$ cat config.mk
export PLATFORM = sky130hd
export DESIGN_NAME = w_74hc112_tester
export DESIGN_NICKNAME = d
export VERILOG_FILES = /design/src/rtl/w_74hc112_tester.sv
export SDC_FILE = /design/constraint.sdc
export NUM_CORES = 1
export LEC_CHECK = 0
export CELL_PAD_IN_SITES_DETAIL_PLACEMENT = 2
export CELL_PAD_IN_SITES_GLOBAL_PLACEMENT = 2
export CORE_ASPECT_RATIO = 0.9
export CORE_UTILIZATION = 33
export CTS_BUF_LIST = sky130_fd_sc_hd__clkbuf_2
export DETAILED_ROUTE_END_ITERATION = 12
export PLACE_DENSITY_LB_ADDON = 0.1
export SLEW_MARGIN = 10
export SYNTH_ARGS = -nofsm -noshare
export SYNTH_HDL_FRONTEND = slang
export SYNTH_SLANG_ARGS = --single-unit
$ cat constraint.sdc
create_clock -name CLK -period 1.88 [get_ports CLK]
set_input_delay 0.188 -clock CLK [delete_from_list [all_inputs] [get_ports CLK]]
set_output_delay 0.188 -clock CLK [all_outputs]
set_load 0.1 [all_outputs]
$ cat src/rtl/w_74hc112_tester.sv
// w_74hc112_tester
//   Pin driver and checker for a W_74HC112 negative-edge JK flip-flop.
//   Walks a fixed 10-step truth-table sequence on S/R/J/K/CLK, samples the
//   synchronized Q/Qn at the end of each step and reports the outcome.
//
//   Parameters
//     DIV     system clocks per CLK_O half-phase (>= 1)
//     SETTLE  extra clocks after the drive phase before sampling (>= 0)
//
//   Ports
//     CLK        system clock, rising edge
//     R          asynchronous reset, active-low
//     START      run request, one-cycle pulse (ignored while BUSY)
//     S_O, R_O   DUT set / clear pins, active-low
//     CLK_O      DUT clock pin (capture on its falling edge)
//     J_O, K_O   DUT J / K pins
//     Q_I, Qn_I  DUT outputs, asynchronous to CLK
//     BUSY       sequence running
//     DONE       sequence finished, held until the next START
//     PASS       valid with DONE, 1 when no step mismatched
//     ERR_CNT    number of mismatching steps, saturating at 15
//     FAIL_STEP  index of the first failing step, 4'hF if none
module w_74hc112_tester #(
   parameter int unsigned DIV    = 4,
   parameter int unsigned SETTLE = 1
) (
   input  logic       CLK,
   input  logic       R,
   input  logic       START,
   output logic       S_O,
   output logic       R_O,
   output logic       CLK_O,
   output logic       J_O,
   output logic       K_O,
   input  logic       Q_I,
   input  logic       Qn_I,
   output logic       BUSY,
   output logic       DONE,
   output logic       PASS,
   output logic [3:0] ERR_CNT,
   output logic [3:0] FAIL_STEP
);

   typedef enum logic [2:0] {
      ST_IDLE,
      ST_SETUP,
      ST_FALL,
      ST_SAMPLE,
      ST_DONE
   } state_t;

   localparam logic [7:0] DIV_LAST    = 8'(DIV - 1);
   localparam logic [7:0] SAMPLE_LAST = 8'(SETTLE + 1);
   localparam logic [3:0] STEP_LAST   = 4'd9;

   state_t     state;
   state_t     state_next;
   logic [7:0] timer;
   logic [3:0] step;
   logic       q_s1, q_s2, qn_s1, qn_s2;

   logic       tbl_s, tbl_r, tbl_j, tbl_k, tbl_clk, tbl_exp;
   logic       launch;
   logic       sample_end;
   logic       mismatch;
   logic [3:0] err_next;

   // Step table: {S, R, J, K, clocked, expected Q}
   always_comb begin
      {tbl_s, tbl_r, tbl_j, tbl_k, tbl_clk, tbl_exp} = 6'b11_00_0_0;
      case (step)
         4'd0:    {tbl_s, tbl_r, tbl_j, tbl_k, tbl_clk, tbl_exp} = 6'b01_00_0_1;
         4'd1:    {tbl_s, tbl_r, tbl_j, tbl_k, tbl_clk, tbl_exp} = 6'b10_00_0_0;
         4'd2:    {tbl_s, tbl_r, tbl_j, tbl_k, tbl_clk, tbl_exp} = 6'b00_00_0_1;
         4'd3:    {tbl_s, tbl_r, tbl_j, tbl_k, tbl_clk, tbl_exp} = 6'b11_01_1_0;
         4'd4:    {tbl_s, tbl_r, tbl_j, tbl_k, tbl_clk, tbl_exp} = 6'b11_00_1_0;
         4'd5:    {tbl_s, tbl_r, tbl_j, tbl_k, tbl_clk, tbl_exp} = 6'b11_10_1_1;
         4'd6:    {tbl_s, tbl_r, tbl_j, tbl_k, tbl_clk, tbl_exp} = 6'b11_00_1_1;
         4'd7:    {tbl_s, tbl_r, tbl_j, tbl_k, tbl_clk, tbl_exp} = 6'b11_11_1_0;
         4'd8:    {tbl_s, tbl_r, tbl_j, tbl_k, tbl_clk, tbl_exp} = 6'b11_11_1_1;
         4'd9:    {tbl_s, tbl_r, tbl_j, tbl_k, tbl_clk, tbl_exp} = 6'b11_11_1_0;
         default: {tbl_s, tbl_r, tbl_j, tbl_k, tbl_clk, tbl_exp} = 6'b11_00_0_0;
      endcase
   end

   // Two-flop synchronizers for the asynchronous DUT outputs
   always_ff @(posedge CLK or negedge R) begin
      if (!R) begin
         q_s1  <= 1'b0;
         q_s2  <= 1'b0;
         qn_s1 <= 1'b0;
         qn_s2 <= 1'b0;
      end else begin
         q_s1  <= Q_I;
         q_s2  <= q_s1;
         qn_s1 <= Qn_I;
         qn_s2 <= qn_s1;
      end
   end

   always_ff @(posedge CLK or negedge R) begin
      if (!R) state <= ST_IDLE;
      else    state <= state_next;
   end

   always_comb begin
      state_next = state;
      S_O        = 1'b1;
      R_O        = 1'b1;
      CLK_O      = 1'b1;
      J_O        = 1'b0;
      K_O        = 1'b0;
      case (state)
         ST_IDLE, ST_DONE: begin
            if (START) state_next = ST_SETUP;
         end
         ST_SETUP: begin
            {S_O, R_O, J_O, K_O} = {tbl_s, tbl_r, tbl_j, tbl_k};
            if (timer == DIV_LAST) state_next = tbl_clk ? ST_FALL : ST_SAMPLE;
         end
         ST_FALL: begin
            {S_O, R_O, J_O, K_O} = {tbl_s, tbl_r, tbl_j, tbl_k};
            CLK_O = 1'b0;
            if (timer == DIV_LAST) state_next = ST_SAMPLE;
         end
         ST_SAMPLE: begin
            // Clocked steps keep CLK_O low; it only rises in the next SETUP.
            {S_O, R_O, J_O, K_O} = {tbl_s, tbl_r, tbl_j, tbl_k};
            CLK_O = ~tbl_clk;
            if (timer == SAMPLE_LAST)
               state_next = (step == STEP_LAST) ? ST_DONE : ST_SETUP;
         end
         default: state_next = ST_IDLE;
      endcase
   end

   assign launch     = ((state == ST_IDLE) || (state == ST_DONE)) && START;
   assign sample_end = (state == ST_SAMPLE) && (timer == SAMPLE_LAST);
   assign mismatch   = (q_s2 != tbl_exp) || (qn_s2 != ~tbl_exp);
   assign err_next   = (mismatch && (ERR_CNT != 4'hF)) ? ERR_CNT + 4'd1 : ERR_CNT;

   always_ff @(posedge CLK or negedge R) begin
      if (!R) begin
         timer     <= '0;
         step      <= '0;
         BUSY      <= 1'b0;
         DONE      <= 1'b0;
         PASS      <= 1'b0;
         ERR_CNT   <= '0;
         FAIL_STEP <= '1;
      end else begin
         // Every phase boundary is a state change, so the timer restarts there.
         timer <= (state_next != state) ? '0 : timer + 8'd1;
         if (launch) begin
            step      <= '0;
            BUSY      <= 1'b1;
            DONE      <= 1'b0;
            PASS      <= 1'b0;
            ERR_CNT   <= '0;
            FAIL_STEP <= '1;
         end
         if (sample_end) begin
            ERR_CNT <= err_next;
            if (mismatch && (FAIL_STEP == 4'hF)) FAIL_STEP <= step;
            if (step == STEP_LAST) begin
               BUSY <= 1'b0;
               DONE <= 1'b1;
               PASS <= (err_next == 4'd0);
            end else begin
               step <= step + 4'd1;
            end
         end
      end
   end

endmodule

# --- Yosys cells after proc, flatten, opt, wreduce, memory -nomap -nowiden ---
# Memories as Yosys holds them, arrays and structs flattened.
# Index checks and enable logic that the tools add are counted.
op_classes:
  add_sub_neg: 3
  n_eq_ne: 12
  mux: 31
  bitwise: 2
  reduce_logical: 11
ops:
  columns: ["cell", "n"]
  rows:
  - ["4-bit two-way mux", 9]
  - ["8-bit by 2-bit equality test with 1-bit output (second input constant)", 2]
  - ["3-bit two-way mux", 5]
  - ["1-bit two-way mux", 14]
  - ["3-bit one-hot mux with 4 select lines", 1]
  - ["4-bit by 1-bit adder with 4-bit output (second input constant)", 2]
  - ["8-bit by 1-bit adder with 8-bit output (second input constant)", 1]
  - ["4-bit equality test (second input constant)", 2]
  - ["8-bit two-way mux", 1]
  - ["3-bit by 2-bit equality test with 1-bit output (second input constant)", 2]
  - ["1-bit logical AND", 4]
  - ["4-bit zero test", 1]
  - ["4-bit inequality test (second input constant)", 1]
  - ["3-bit by 1-bit equality test with 1-bit output (second input constant)", 1]
  - ["3-bit equality test (second input constant)", 1]
  - ["3-bit zero test", 1]
  - ["3-bit inequality test", 1]
  - ["3-bit OR reduction", 1]
  - ["1-bit logical OR", 2]
  - ["1-bit inequality test", 2]
  - ["1-bit NOT", 2]
  - ["1-bit one-hot mux with 2 select lines", 1]
  - ["2-bit nonzero test", 1]
  - ["2-bit OR reduction", 1]
word_totals:
  regBits: 30
  rom_bits: 96
  inputBits: 5
  mem_count: 1
memory_table:
  columns: ["memory", "words", "word_bits", "read_ports", "rd_ports_with_merged_regs", "wr", "line_no", "source"]
  rows:
  - ["(no name shown)", 16, 6, 1, 0, 0, "71", "case (step)"]

# --- Longest topological paths before layout ---
# Gate-level depths: netlist (run 1).
# An unclocked memory read counts as a cell.
depth:
  ltp_word: 9
  mapped_depth: 7

# --- Least setup slack after synthesis (run 1) ---
# OpenSTA, ideal clock, no wires.
synth_timing:
  path_type: "reg2out"
  startpoint: "reg step[0]"
  endpoint: "out CLK_O"
  arrival_ns: 3.004
  path_slack_ns: -1.312
  path_stages_with_launch: 6
  n_path_buf: 0
  path_cell_list: "dfrtp_1 > ha_1 > inv_1 > ha_1 > o21ai_0 > o21ai_0"
synth_between:
  elab_chain_cells: 3
synth_lines:
  columns: ["item", "line_no", "source"]
  rows:
  - ["start: declaration", "59", "logic [3:0] step;"]
  - ["start signal: assignment", "170", "step <= step + 4'd1;"]
  - ["memory read 16 x 6 bit", null, null]
  - ["1-bit NOT", "129", "CLK_O = ~tbl_clk;"]
  - ["1-bit one-hot mux with 2 select lines", "113", "case (state)"]
  - ["end: declaration", "32", "output logic CLK_O,"]
# No other way between the ends.

# --- Worst setup path after layout (run 1) ---
layout_timing:
  startpoint: "reg step[1]"
  endpoint: "reg PASS"
layout_between:
  elab_chain_cells: 9
layout_lines:
  columns: ["item", "line_no", "source"]
  rows:
  - ["memory read 16 x 6 bit", null, null]
  - ["1-bit NOT", "139", "assign mismatch = (q_s2 != tbl_exp) || (qn_s2 != ~tbl_exp);"]
  - ["1-bit inequality test", "139", null]
  - ["1-bit logical OR", "139", null]
  - ["1-bit logical AND", "140", "assign err_next = (mismatch && (ERR_CNT != 4'hF)) ? ERR_CNT + 4'd1 : ERR_CNT;"]
  - ["4-bit two-way mux", "140", null]
  - ["4-bit zero test", "168", "PASS <= (err_next == 4'd0);"]
  - ["1-bit two-way mux *", "165", "if (step == STEP_LAST) begin"]
  - ["1-bit two-way mux *", "162", "if (sample_end) begin"]
  - ["end signal: assignment", "168", null]
  - ["end: declaration", "39", "output logic PASS,"]
# Every way passes the cells marked *; elsewhere a longest branch is shown, timed or not.
# A chain may end at the register's enable or synchronous reset.

==> out/metrics.cfg, run 1 <==
[setup_path]
timing.critical_path.from = step[1]
critPathMaxFanout = 7
cp.arrival_ps = 2330
end_kind = flip-flop
r2r_end = PASS
critPathRequiredTime_ps = 2180
critical-path-top-delay-family = compound AO/OA/AOI/OAI gates
start_kind = flip-flop
r2r_slack_ps = -160
cp_cell_sequence = buf_6 -> inv_4 -> ha_4 -> nand3b_1 -> o31a_4 -> a21o_1 -> a2111o_1 -> o21ai_2
slowest_delay_ps = 430
crit_type = flip-flop to flip-flop
path_buf_inv = 2
rr_startpoint = step[1]
slowest_stage = dfrtp_1
r2r_cells = 8

[global_route]
grt_pass1_vias = 1787
grt_usage_pct = 23.54
antenna_found_initial = 0
grt_pass1_wl_um = 9763
grt_max_degree = 31
grt_remaining_overflow = 0

[outcome]
status = complete, but fails checks
violations = negative setup slack

[logic_synthesis]
synthTopCellsByCount = dfrtp_1, nand2_1, nand3_1, nor2_1, inv_1
avgSynthCellArea_um2 = 9.765
synth_cell_types = 53
async_flop_share_pct = 100.0
yosysTopAreaCell = dfrtp_1
netlist.area_leader.share_pct = 37.22
synth.most_common_cell = dfrtp_1
synthCells = 179
syn_area_um2 = 1748
synth_seq_cells = 30
synth_top_flop_cell = dfrtp_1
synth.area.top_cells = dfrtp_1, dfstp_2, ha_1
syn_nets = 191
ys_seq_area_share_pct = 43.24
yosys_warnings = 0
synth_edf_count = 0

[routing]
drt_pass1_iterations = 4
routed_wl_um = 6251
via_per_inst = 5.387
wl_per_cell_um = 20.70
ant_nets = 0
drc = 0
first_iter_violations = 48
vias = 1627

[placed_design]
dpl.hpwl_um = 3753
place_worst_setup_slack_ps = -79.96
port_buffers = 20
gp_congestion = 0.8675
dp_cells = 273

[clocking]
clock_latency_ps = 380
cts.path.max_buffers = 2
root_buffer = clkbuf_2
cts_tree = built
clock_sinks = 30
cts_max_level = 2
path_clk_slew_ps = 190
cts_hold_buf = 0
cts_made_buffers = 5

[timing]
max_freq_ghz = 0.4914
final.period_utilization_pct = 108.3
slew_violations = 0
hold_viol = 0
worstMarginPinSlew_ps = 425.0
setup_viol = 12
finClkSkew_ps = 23.92
fin_crit_ps = 2035
slew-limit-headroom_pct = 71.67
rsz0062_at_grt = yes
timing.final.ws_setup_ps = -155.2

[power_and_ir_drop]
irDropWorstVdd_mv = 1.070
p_leak_nw = 1.106
powerDensity_nw_per_um2 = 1307

[layout]
instances_no_fill = 302
nets = 248
drive_gt1_share_pct = 46.41
n_antenna_cell = 0
syn2layout_area_growth_pct = 48.75
nFillCells = 513

[min_path]
min_path_type = primary input to async pin

[die]
die_h_um = 71.05
rows = 24
die_area_um2 = 5592
core_um2 = 4955
io_pins = 21
start_util_pct = 35.28
die_x_um = 78.72

[run]
maxCapViolations = 0

==> kinds of logic after synthesis <==
logic type	count (synthesis)	synth area share (%)
DFF	30	43.24
AOI/OAI and AO/OA	42	19.40
xor gates and xnor gates	6	3.006
and+or+nand+nor	73	23.62
buffers and inverters	19	4.581
adders and majority gates	7	5.011
muxes	2	1.145
==> through the flow <==
step           util [%]  instance area [um2]  power, W  TNS (ps)  hold slack [ps]
6_report          52.47                 2600  0.003398     -1297            182.1
5_1_grt           52.47                 2600  0.003577     -2447            175.9
4_1_cts           49.92                 2474  0.003309     -1025            167.5
3_5_place_dp      45.23                 2241  0.002780    -385.6            337.9
3_3_place_gp      45.23                 2241  0.002707         0            332.5
2_1_floorplan         -                 1798  0.002085    -45.53           -107.6
==> final cells by class <==
| type | instances | area [um2] | area share, % |
|---|---|---|---|
| Multi-Input combinational cell | 130 | 1081 | 41.58 |
| Timing Repair Buffer | 58 | 580.6 | 22.33 |
| Inverter | 11 | 46.29 | 1.781 |
| Clock buffer | 6 | 30.03 | 1.155 |
| Clock inverter | 2 | 8.758 | 0.3369 |
| Tap cell | 65 | 81.33 | 3.128 |
| Sequential cell | 30 | 772.0 | 29.69 |
==> flip-flops by register name, summed over array words and instances (netlist names) <==
signal	cells
BUSY	1
DONE	1
ERR_CNT	4
FAIL_STEP	4
PASS	1
q_s1	1
q_s2	1
qn_s1	1
qn_s2	1
state	3
step	4
timer	8
==> worst max-delay path by stage <==
stage                         endpoint  slack, ps  cells after the start
final                             PASS       -160                      8
after global routing        ERR_CNT[3]       -260                      8
after CTS                          K_O       -160                      5
after detailed placement  FAIL_STEP[1]        -80                      7
after global placement    FAIL_STEP[3]         20                      7
after floorplan                  CLK_O        -50                      5
==> layer usage <==
metal	GRT usage (%)	vias to the layer above	part of all wire [%]
li1	-	760	-
met1	28.62	826	44
met2	41.64	31	51
met3	5.290	10	2.9
met4	6.584	0	2.0
met5	0	-	0
==> repair_timing <==
action	CTS	global route
pin swaps	17	10
resized for setup	25	20
setup endpoints to repair	14	25
buffers inserted	14	9
==> power breakdown <==
part           internal [W]  switching (W)
Combinational      0.000813        0.00133
Sequential         0.000785       0.000137
Clock             0.0000915       0.000243
==> cells in the final DEF (no fill, tap or decap), types with 2 or more instances in the layout <==
| cell type | n |
|---|---|
| nand2_1 | 11 |
| o22a_1 | 4 |
| or2_4 | 2 |
| buf_12 | 9 |
| dfstp_2 | 4 |
| nor2_1 | 14 |
| nand2_2 | 2 |
| nand2_4 | 2 |
| and4_1 | 2 |
| o21ai_0 | 3 |
| a31oi_1 | 2 |
| ha_4 | 4 |
| o31ai_1 | 2 |
| dfrtp_4 | 3 |
| a21oi_1 | 5 |
| ha_1 | 3 |
| o21ai_2 | 4 |
| nand3_1 | 15 |
| buf_4 | 39 |
| inv_4 | 2 |
| dfrtp_2 | 4 |
| and2_1 | 3 |
| mux2i_1 | 2 |
| clkdlybuf4s50_1 | 4 |
| and2b_1 | 2 |
| o21ai_1 | 2 |
| buf_6 | 6 |
| dfrtp_1 | 19 |
| xnor2_1 | 2 |
| xor2_1 | 4 |
| inv_1 | 8 |
| o21a_1 | 2 |
| clkbuf_2 | 6 |
| o211ai_1 | 2 |
| nor2b_1 | 2 |
(Power assumes the default switching activity.)
==> run 2, diff against run 1 <==
--- a/config.mk
+++ b/config.mk
@@ -8,6 +8,7 @@
 export CELL_PAD_IN_SITES_DETAIL_PLACEMENT = 2
 export CELL_PAD_IN_SITES_GLOBAL_PLACEMENT = 2
 export CORE_ASPECT_RATIO = 0.9
+export CORE_MARGIN = 5
 export CORE_UTILIZATION = 33
 export CTS_BUF_LIST = sky130_fd_sc_hd__clkbuf_2
 export DETAILED_ROUTE_END_ITERATION = 12
==> out/metrics.cfg, run 2 (synthesis gave the netlist of run 1 again) <==
[die]
start_util_pct = 33.66  ; -1.6 points
die_area_um2 = 6854  ; +23%
core_um2 = 5192  ; +4.8%
die_h_um = 79.05  ; +11%
io_pins = 21  ; unchanged
rows = 25  ; +4.2%
die_x_um = 86.72  ; +10%

[setup_path]
end_kind = flip-flop
critPathRequiredTime_ps = 2130  ; -50 ps
crit_type = flip-flop to flip-flop
critPathMaxFanout = 7  ; unchanged
cp_cell_sequence = buf_6 -> buf_6 -> and2b_2 -> o31a_4 -> a221oi_4 -> a41oi_2 -> a211oi_2
critPathCapture = ERR_CNT[3]
start_kind = flip-flop
slowest_delay_ps = 440  ; about the same
slowest_stage = dfrtp_1
r2r_end = ERR_CNT[3]
timing.critical_path.from = step[0]
r2r_cells = 7  ; -1
cp.arrival_ps = 2250  ; -80 ps
crit_top_cell = buf_6
r2r_slack_ps = -110  ; +40 ps
rr_startpoint = step[0]

[layout]
final_common_cell = buf_4
final_cell_mix = buf_4, dfrtp_1, nand3_1
syn2layout_area_growth_pct = 49.75
largest_reg_flops = 8  ; unchanged
nFillCells = 552  ; +7.6%
n_antenna_cell = 0  ; unchanged
nets = 253  ; +2.0%
drive_gt1_share_pct = 46.69  ; +0.28 points
top_register = timer

[power_and_ir_drop]
powerDensity_nw_per_um2 = 1311  ; +0.33%
irDropWorstVdd_mv = 0.8266  ; -23%
p_leak_nw = 1.126  ; +1.8%

[timing]
fin_crit_ps = 1994  ; -41.66 ps
max_freq_ghz = 0.5016  ; +2.1%
finClkSkew_ps = 21.39  ; -2.528 ps
final.period_utilization_pct = 106.0  ; -2.2 points
worstMarginPinSlew_ps = 407.0  ; -17.98 ps
setup_viol = 11  ; -1
slew_violations = 0  ; unchanged
timing.final.ws_setup_ps = -113.5  ; +41.66 ps
hold_slack_ps = 199.8  ; +17.71 ps
tns_ps = -659.2  ; +637.8 ps
hold_viol = 0  ; unchanged
rsz0062_at_grt = yes
slew-limit-headroom_pct = 72.87  ; +1.2 points

[routing]
routed_wl_um = 5786  ; -7.4%
ant_nets = 0  ; unchanged
wl_per_cell_um = 18.72  ; -9.5%
via_per_inst = 5.262  ; -2.3%
drt_pass1_iterations = 4  ; unchanged
vias = 1626  ; -0.061%
first_iter_violations = 28  ; -42%
drc = 0  ; unchanged

[clocking]
cts_max_level = 2  ; unchanged
clock_latency_ps = 350  ; -30 ps
cts_tree = built
cts.path.max_buffers = 2  ; unchanged
root_buffer = clkbuf_2
path_clk_slew_ps = 160  ; -30 ps
clock_sinks = 30  ; unchanged
cts_hold_buf = 0  ; unchanged
cts_made_buffers = 5  ; unchanged

[placed_design]
port_buffers = 20  ; unchanged
gp_congestion = 0.7838  ; -9.6%
dpl.hpwl_um = 3923  ; +4.5%

[global_route]
grt_pass1_vias = 1854  ; +3.7%
grt_usage_pct = 18.02  ; -5.5 points
grt_pass1_wl_um = 9528  ; -2.4%
antenna_found_initial = 0  ; unchanged
grt_max_degree = 31  ; unchanged
grt_remaining_overflow = 0  ; unchanged

[outcome]
violations = negative setup slack
status = complete, but fails checks

[run]
maxCapViolations = 0  ; unchanged

[min_path]
min_path_type = primary input to async pin

## run 2: cell count changes in the layout (fill, tap and decap cells not counted), moves of 2 or more
cell,delta
clkbuf_2,+2
o21ai_0,+2
buf_4,+5
nand2_2,+2
nand2_4,-2
o21ai_2,-2
## run 2: routing by layer
layer	vias up	GRT usage (%)	routed length (um)
met1	822	20.77	2377
met4	0	5.607	102
met5	-	0	0
met3	9	2.905	167
li1	766	-	-
met2	29	33.64	3139
## run 2: area by class of cell
cell class / instances / area (um2) / area share, %
clock buffers: 8 / 40.04 / 1.530
repair buffers: 63 / 618.1 / 23.61
multi-input cells: 130 / 1061 / 40.54
well taps: 67 / 83.83 / 3.203
flip-flops and latches: 30 / 770.7 / 29.45
inverters: 11 / 43.79 / 1.673
## run 2: what timing repair did
action / 4_1_cts / 5_1_grt
pin swaps: 12 / 18
gates resized for setup: 28 / 9
setup endpoints to repair: 14 / 17
setup buffers: 14 / 12
## run 2: where the power goes
group / leakage (nW) / switching (W) / internal [W] / total, W
clock network: 0.0332 / 0.000214 / 0.000110 / 0.000324
registers: 0.374 / 0.000129 / 0.000785 / 0.000914
logic: 0.719 / 0.00129 / 0.000902 / 0.00219
total: 1.13 / 0.00164 / 0.00180 / 0.00343
## run 2: critical path, delay by kind of cell (launching register included)
| kind | cells | cell delay, ps |
|---|---|---|
| AO/OA/AOI/OAI | 4 | 1000 |
| buffers and inverters | 2 | 250 |
| flip-flops | 1 | 440 |
| AND/OR/NAND/NOR | 1 | 210 |
## run 2: worst min path at each step
stage	from	end	slack, ps	cells after the start
floorplan	R	BUSY	-110	0
global placement	q_s1	q_s2	330	0
detailed placement	qn_s1	qn_s2	340	0
CTS	R	timer[4]	180	2
global route	R	timer[4]	200	2
finish	R	timer[5]	200	2
## run 2: metrics by stage
stage                     worst slack (ps)  std cells  power (W)  area (um2)  utilization (%)
after floorplan                     -45.53        179   0.002085        1798                -
after global placement              -9.253        276   0.002726        2251            43.35
after detailed placement            -158.8        276   0.002814        2251            43.35
after CTS                           -108.3        298   0.003284        2505            48.24
after global routing                -184.3        309   0.003646        2618            50.41
final                               -113.5        309   0.003432        2618            50.41
==> run 3, diff against run 2 <==
--- a/config.mk
+++ b/config.mk
@@ -9,9 +9,10 @@
 export CELL_PAD_IN_SITES_GLOBAL_PLACEMENT = 2
 export CORE_ASPECT_RATIO = 0.9
 export CORE_MARGIN = 5
-export CORE_UTILIZATION = 33
+export CORE_UTILIZATION = 37
 export CTS_BUF_LIST = sky130_fd_sc_hd__clkbuf_2
 export DETAILED_ROUTE_END_ITERATION = 12
+export DONT_BUFFER_PORTS = 1
 export PLACE_DENSITY_LB_ADDON = 0.1
 export SLEW_MARGIN = 10
 export SYNTH_ARGS = -nofsm -noshare
==> out/metrics.cfg, run 3 <==
[logic_synthesis]
yosysTopAreaCell = dfrtp_1
synthTopCellsByCount = dfrtp_1, nand2_1, nand3_1, nor2_1, inv_1
synth_top_flop_cell = dfrtp_1
synth_edf_count = 0  ; unchanged
synthCells = 179  ; unchanged
synth.most_common_cell = dfrtp_1
synth.area.top_cells = dfrtp_1, dfstp_2, ha_1
syn_area_um2 = 1748  ; unchanged
ys_seq_area_share_pct = 43.24  ; unchanged
async_flop_share_pct = 100.0  ; unchanged
syn_nets = 191  ; unchanged
netlist.area_leader.share_pct = 37.22  ; unchanged
yosys_warnings = 0  ; unchanged
synth_cell_types = 53  ; unchanged
avgSynthCellArea_um2 = 9.765  ; unchanged
synth_seq_cells = 30  ; unchanged

[clocking]
cts_made_buffers = 5  ; unchanged
clock_sinks = 30  ; unchanged
cts_max_level = 2  ; unchanged
cts.path.max_buffers = 2  ; unchanged
root_buffer = clkbuf_2

[outcome]
tool.error = [ERROR DPL-0033] detailed placement checks failed during check placement.
status = stopped before the end
stop_stage = global routing

[placed_design]
port_buffers = 0  ; -100%
gp_congestion = 0.8186  ; +4.4%
dpl.hpwl_um = 4035  ; +2.9%
dp_cells = 265  ; -4.0%
placed_cell_area_um2 = 2140  ; -4.9%

[global_route]
grt_max_degree = 31
antenna_found_initial = 0

[die]
io_pins = 21  ; unchanged
rows = 23  ; -8.0%
die_h_um = 75.21  ; -4.9%
die_x_um = 82.45  ; -4.9%
start_util_pct = 38.69  ; +5.0 points

[timing]
worstEndpointType = sequential cell input
grt-worst-endpoint = ERR_CNT[1]$_DFFE_PN0P_/D

==> run 3: timing repair <==
action	in CTS
endpoints found under the setup margin	15
pin swaps	20
endpoints found under the hold margin	33
setup buffers	14
hold buffers	5
gates resized for setup	33
==> run 3: cell families after synthesis <==
kind of cell    after synthesis  synth area share, %
compound gates               42                19.40
flops                        30                43.24
mux                           2                1.145
fa+ha+maj                     7                5.011
simple gates                 73                23.62
xor+xnor                      6                3.006
buf+inv                      19                4.581
==> run 3: per-stage QoR <==
step | TNS [ps] | utilization (%) | hold slack, ps | setup slack [ps]
4_1_cts | -573.6 | 54.83 | 218.7 | -106.2
3_3_place_gp | -335.8 | 47.36 | -106.7 | -73.84
2_1_floorplan | -45.53 | - | -107.6 | -45.53
3_5_place_dp | -1216 | 47.36 | -106.6 | -226.0
==> run 4, diff against run 3 <==
==> config.mk (replaced) <==
export PLATFORM = sky130hd
export DESIGN_NAME = w_74hc112_tester
export DESIGN_NICKNAME = d
export VERILOG_FILES = /design/src/rtl/w_74hc112_tester.sv
export SDC_FILE = /design/constraint.sdc
export NUM_CORES = 1
export LEC_CHECK = 0
export CORE_MARGIN = 5
export CORE_UTILIZATION = 40
export DETAILED_ROUTE_END_ITERATION = 12
export DONT_BUFFER_PORTS = 1
export PLACE_DENSITY_LB_ADDON = 0.15
export SLEW_MARGIN = 10
export SYNTH_ARGS = -nofsm -noshare
export SYNTH_HDL_FRONTEND = slang
export SYNTH_SLANG_ARGS = --single-unit
==> constraint.sdc (replaced) <==
create_clock -name CLK -period 2.4 [get_ports CLK]
set_input_delay 0.24 -clock CLK [delete_from_list [all_inputs] [get_ports CLK]]
set_output_delay 0.24 -clock CLK [all_outputs]
set_load 0.1 [all_outputs]
==> out/metrics.cfg, run 4 (synthesis gave the netlist of run 1 again) <==
[die]
die_x_um = 76.11  ; -7.7%
die_area_um2 = 5792
io_pins = 21  ; unchanged
core_um2 = 4294
rows = 24  ; +4.3%
start_util_pct = 40.71  ; +2.0 points
die_h_um = 76.11  ; +1.2%

[layout]
final_common_cell = dfrtp_1
nets = 205
largest_reg_flops = 8
syn2layout_area_growth_pct = 17.90
final_cell_mix = dfrtp_1, nor2_1, nand3_1, nand2_1
instances_no_fill = 246
nFillCells = 407
drive_gt1_share_pct = 20.62
n_antenna_cell = 0
top_register = timer
utilization_pct = 47.99

[clocking]
root_buffer = clkbuf_8
clock_sinks = 30  ; unchanged
cts.path.max_buffers = 2  ; unchanged
clock_latency_ps = 290
cts_max_level = 2  ; unchanged
path_clk_slew_ps = 70
cts_made_buffers = 5  ; unchanged
cts_resized = 0  ; -100%
cts_tree = built

[global_route]
antenna_found_initial = 0
grt_pass1_wl_um = 6644
grt_remaining_overflow = 0
grt_usage_pct = 14.11
grt_max_degree = 31
grt_pass1_vias = 1371

[setup_path]
critPathRequiredTime_ps = 2590
slowest_stage = dfrtp_1
slowest_delay_ps = 470
cp.arrival_ps = 2400
crit_type = flip-flop to flip-flop
cp_cell_sequence = inv_1 -> ha_1 -> nor2b_1 -> o32ai_4 -> a221oi_2 -> a41oi_1 -> a211oi_1
r2r_slack_ps = 200
rr_startpoint = step[0]
start_kind = flip-flop
end_kind = flip-flop
critPathMaxFanout = 8
timing.critical_path.from = step[0]

[routing]
via_per_inst = 5.634
routed_wl_um = 3854
drc = 0
vias = 1386
drt_pass1_iterations = 4
wl_per_cell_um = 15.67
ant_nets = 0
first_iter_violations = 83

[placed_design]
port_buffers = 0  ; unchanged
dp_cells = 234  ; -12%
dpl.hpwl_um = 2746  ; -32%
gp_congestion = 0.8635  ; +5.5%

[outcome]
status = complete, no violations

[timing]
setup_viol = 0
fin_crit_ps = 2205
finClkSkew_ps = 6.669
hold_viol = 0
max_freq_ghz = 0.4535
final.period_utilization_pct = 91.87
slew_violations = 0
worstMarginPinSlew_ps = 901.6
slew-limit-headroom_pct = 39.89
rsz0062_at_grt = no

[power_and_ir_drop]
powerDensity_nw_per_um2 = 1187
internal_power_w = 0.001338
power_switching_w = 0.001108
irDropWorstVdd_mv = 0.5337
p_sw_share_pct = 45.31
comb_power_share_pct = 38.2
pwr-share-clk_pct = 26.3
p_leak_nw = 0.8633
seq_power_share_pct = 35.5

[min_path]
min_from = START
min_path_type = primary input to flip-flop

[run]
maxCapViolations = 0

run 4: worst max-delay path: cells and delay by family (launching register included):
kind	cells	cell delay, ps
buffers and inverters	1	110
adders and majority gates	1	210
and+or+nand+nor	1	330
DFF	1	470
AOI/OAI and AO/OA	4	990
run 4: routing by layer:
| layer | track usage, % | wire [um] |
|---|---|---|
| met3 | 3.901 | 130 |
| met5 | 0 | 0 |
| met4 | 7.168 | 90 |
| met1 | 16.74 | 1755 |
| met2 | 23.20 | 1877 |
run 4: worst paths after layout:
kind / depth (start not counted) / endpoint
setup / recovery: 7 / ERR_CNT[3]
hold / removal: 2 / state[2]
setup reg to reg: 7 / ERR_CNT[3]
hold reg to reg: 0 / qn_s2
max in group asynchronous: 2 / FAIL_STEP[1]
min in group asynchronous: 2 / ERR_CNT[2]
run 4: area by class of cell:
cell class                      instances  area [um2]  area share [%]
Multi-Input combinational cell        130       922.1           44.75
Inverter                               11       41.29           2.004
Tap cell                               52       65.06           3.157
Clock inverter                          2       60.06           2.914
Sequential cell                        30       757.0           36.73
Clock buffer                            6       82.58           4.007
Timing Repair Buffer                   15       132.6           6.436
run 4: repair_timing:
action,CTS,global route
setup buffers,0,0
hold endpoints to repair,32,0
hold buffers,4,0
run 4: through the flow:
| step | setup slack [ps] | total power, W | area (um2) | hold WS, ps | setup TNS, ps |
|---|---|---|---|---|---|
| floorplan | -92.10 | 0.001609 | 1755 | -55.59 | -92.10 |
| global placement | 348.8 | 0.001777 | 1868 | -54.61 | 0 |
| detailed placement | 223.2 | 0.001788 | 1868 | -54.74 | 0 |
| CTS | 211.1 | 0.002461 | 2061 | 145.8 | 0 |
| global route | 19.51 | 0.002575 | 2061 | 140.3 | 0 |
| finish | 195.0 | 0.002446 | 2061 | 164.9 | 0 |
run 4: power by group through the flow:
stage	clock network [W]	logic, W	registers, W
6_report	0.000643	0.000935	0.000868
5_1_grt	0.000687	0.00100	0.000884
4_1_cts	0.000660	0.000937	0.000864
3_5_place_dp	0	0.000914	0.000875
3_3_place_gp	0	0.000908	0.000869
2_1_floorplan	0	0.000670	0.000939
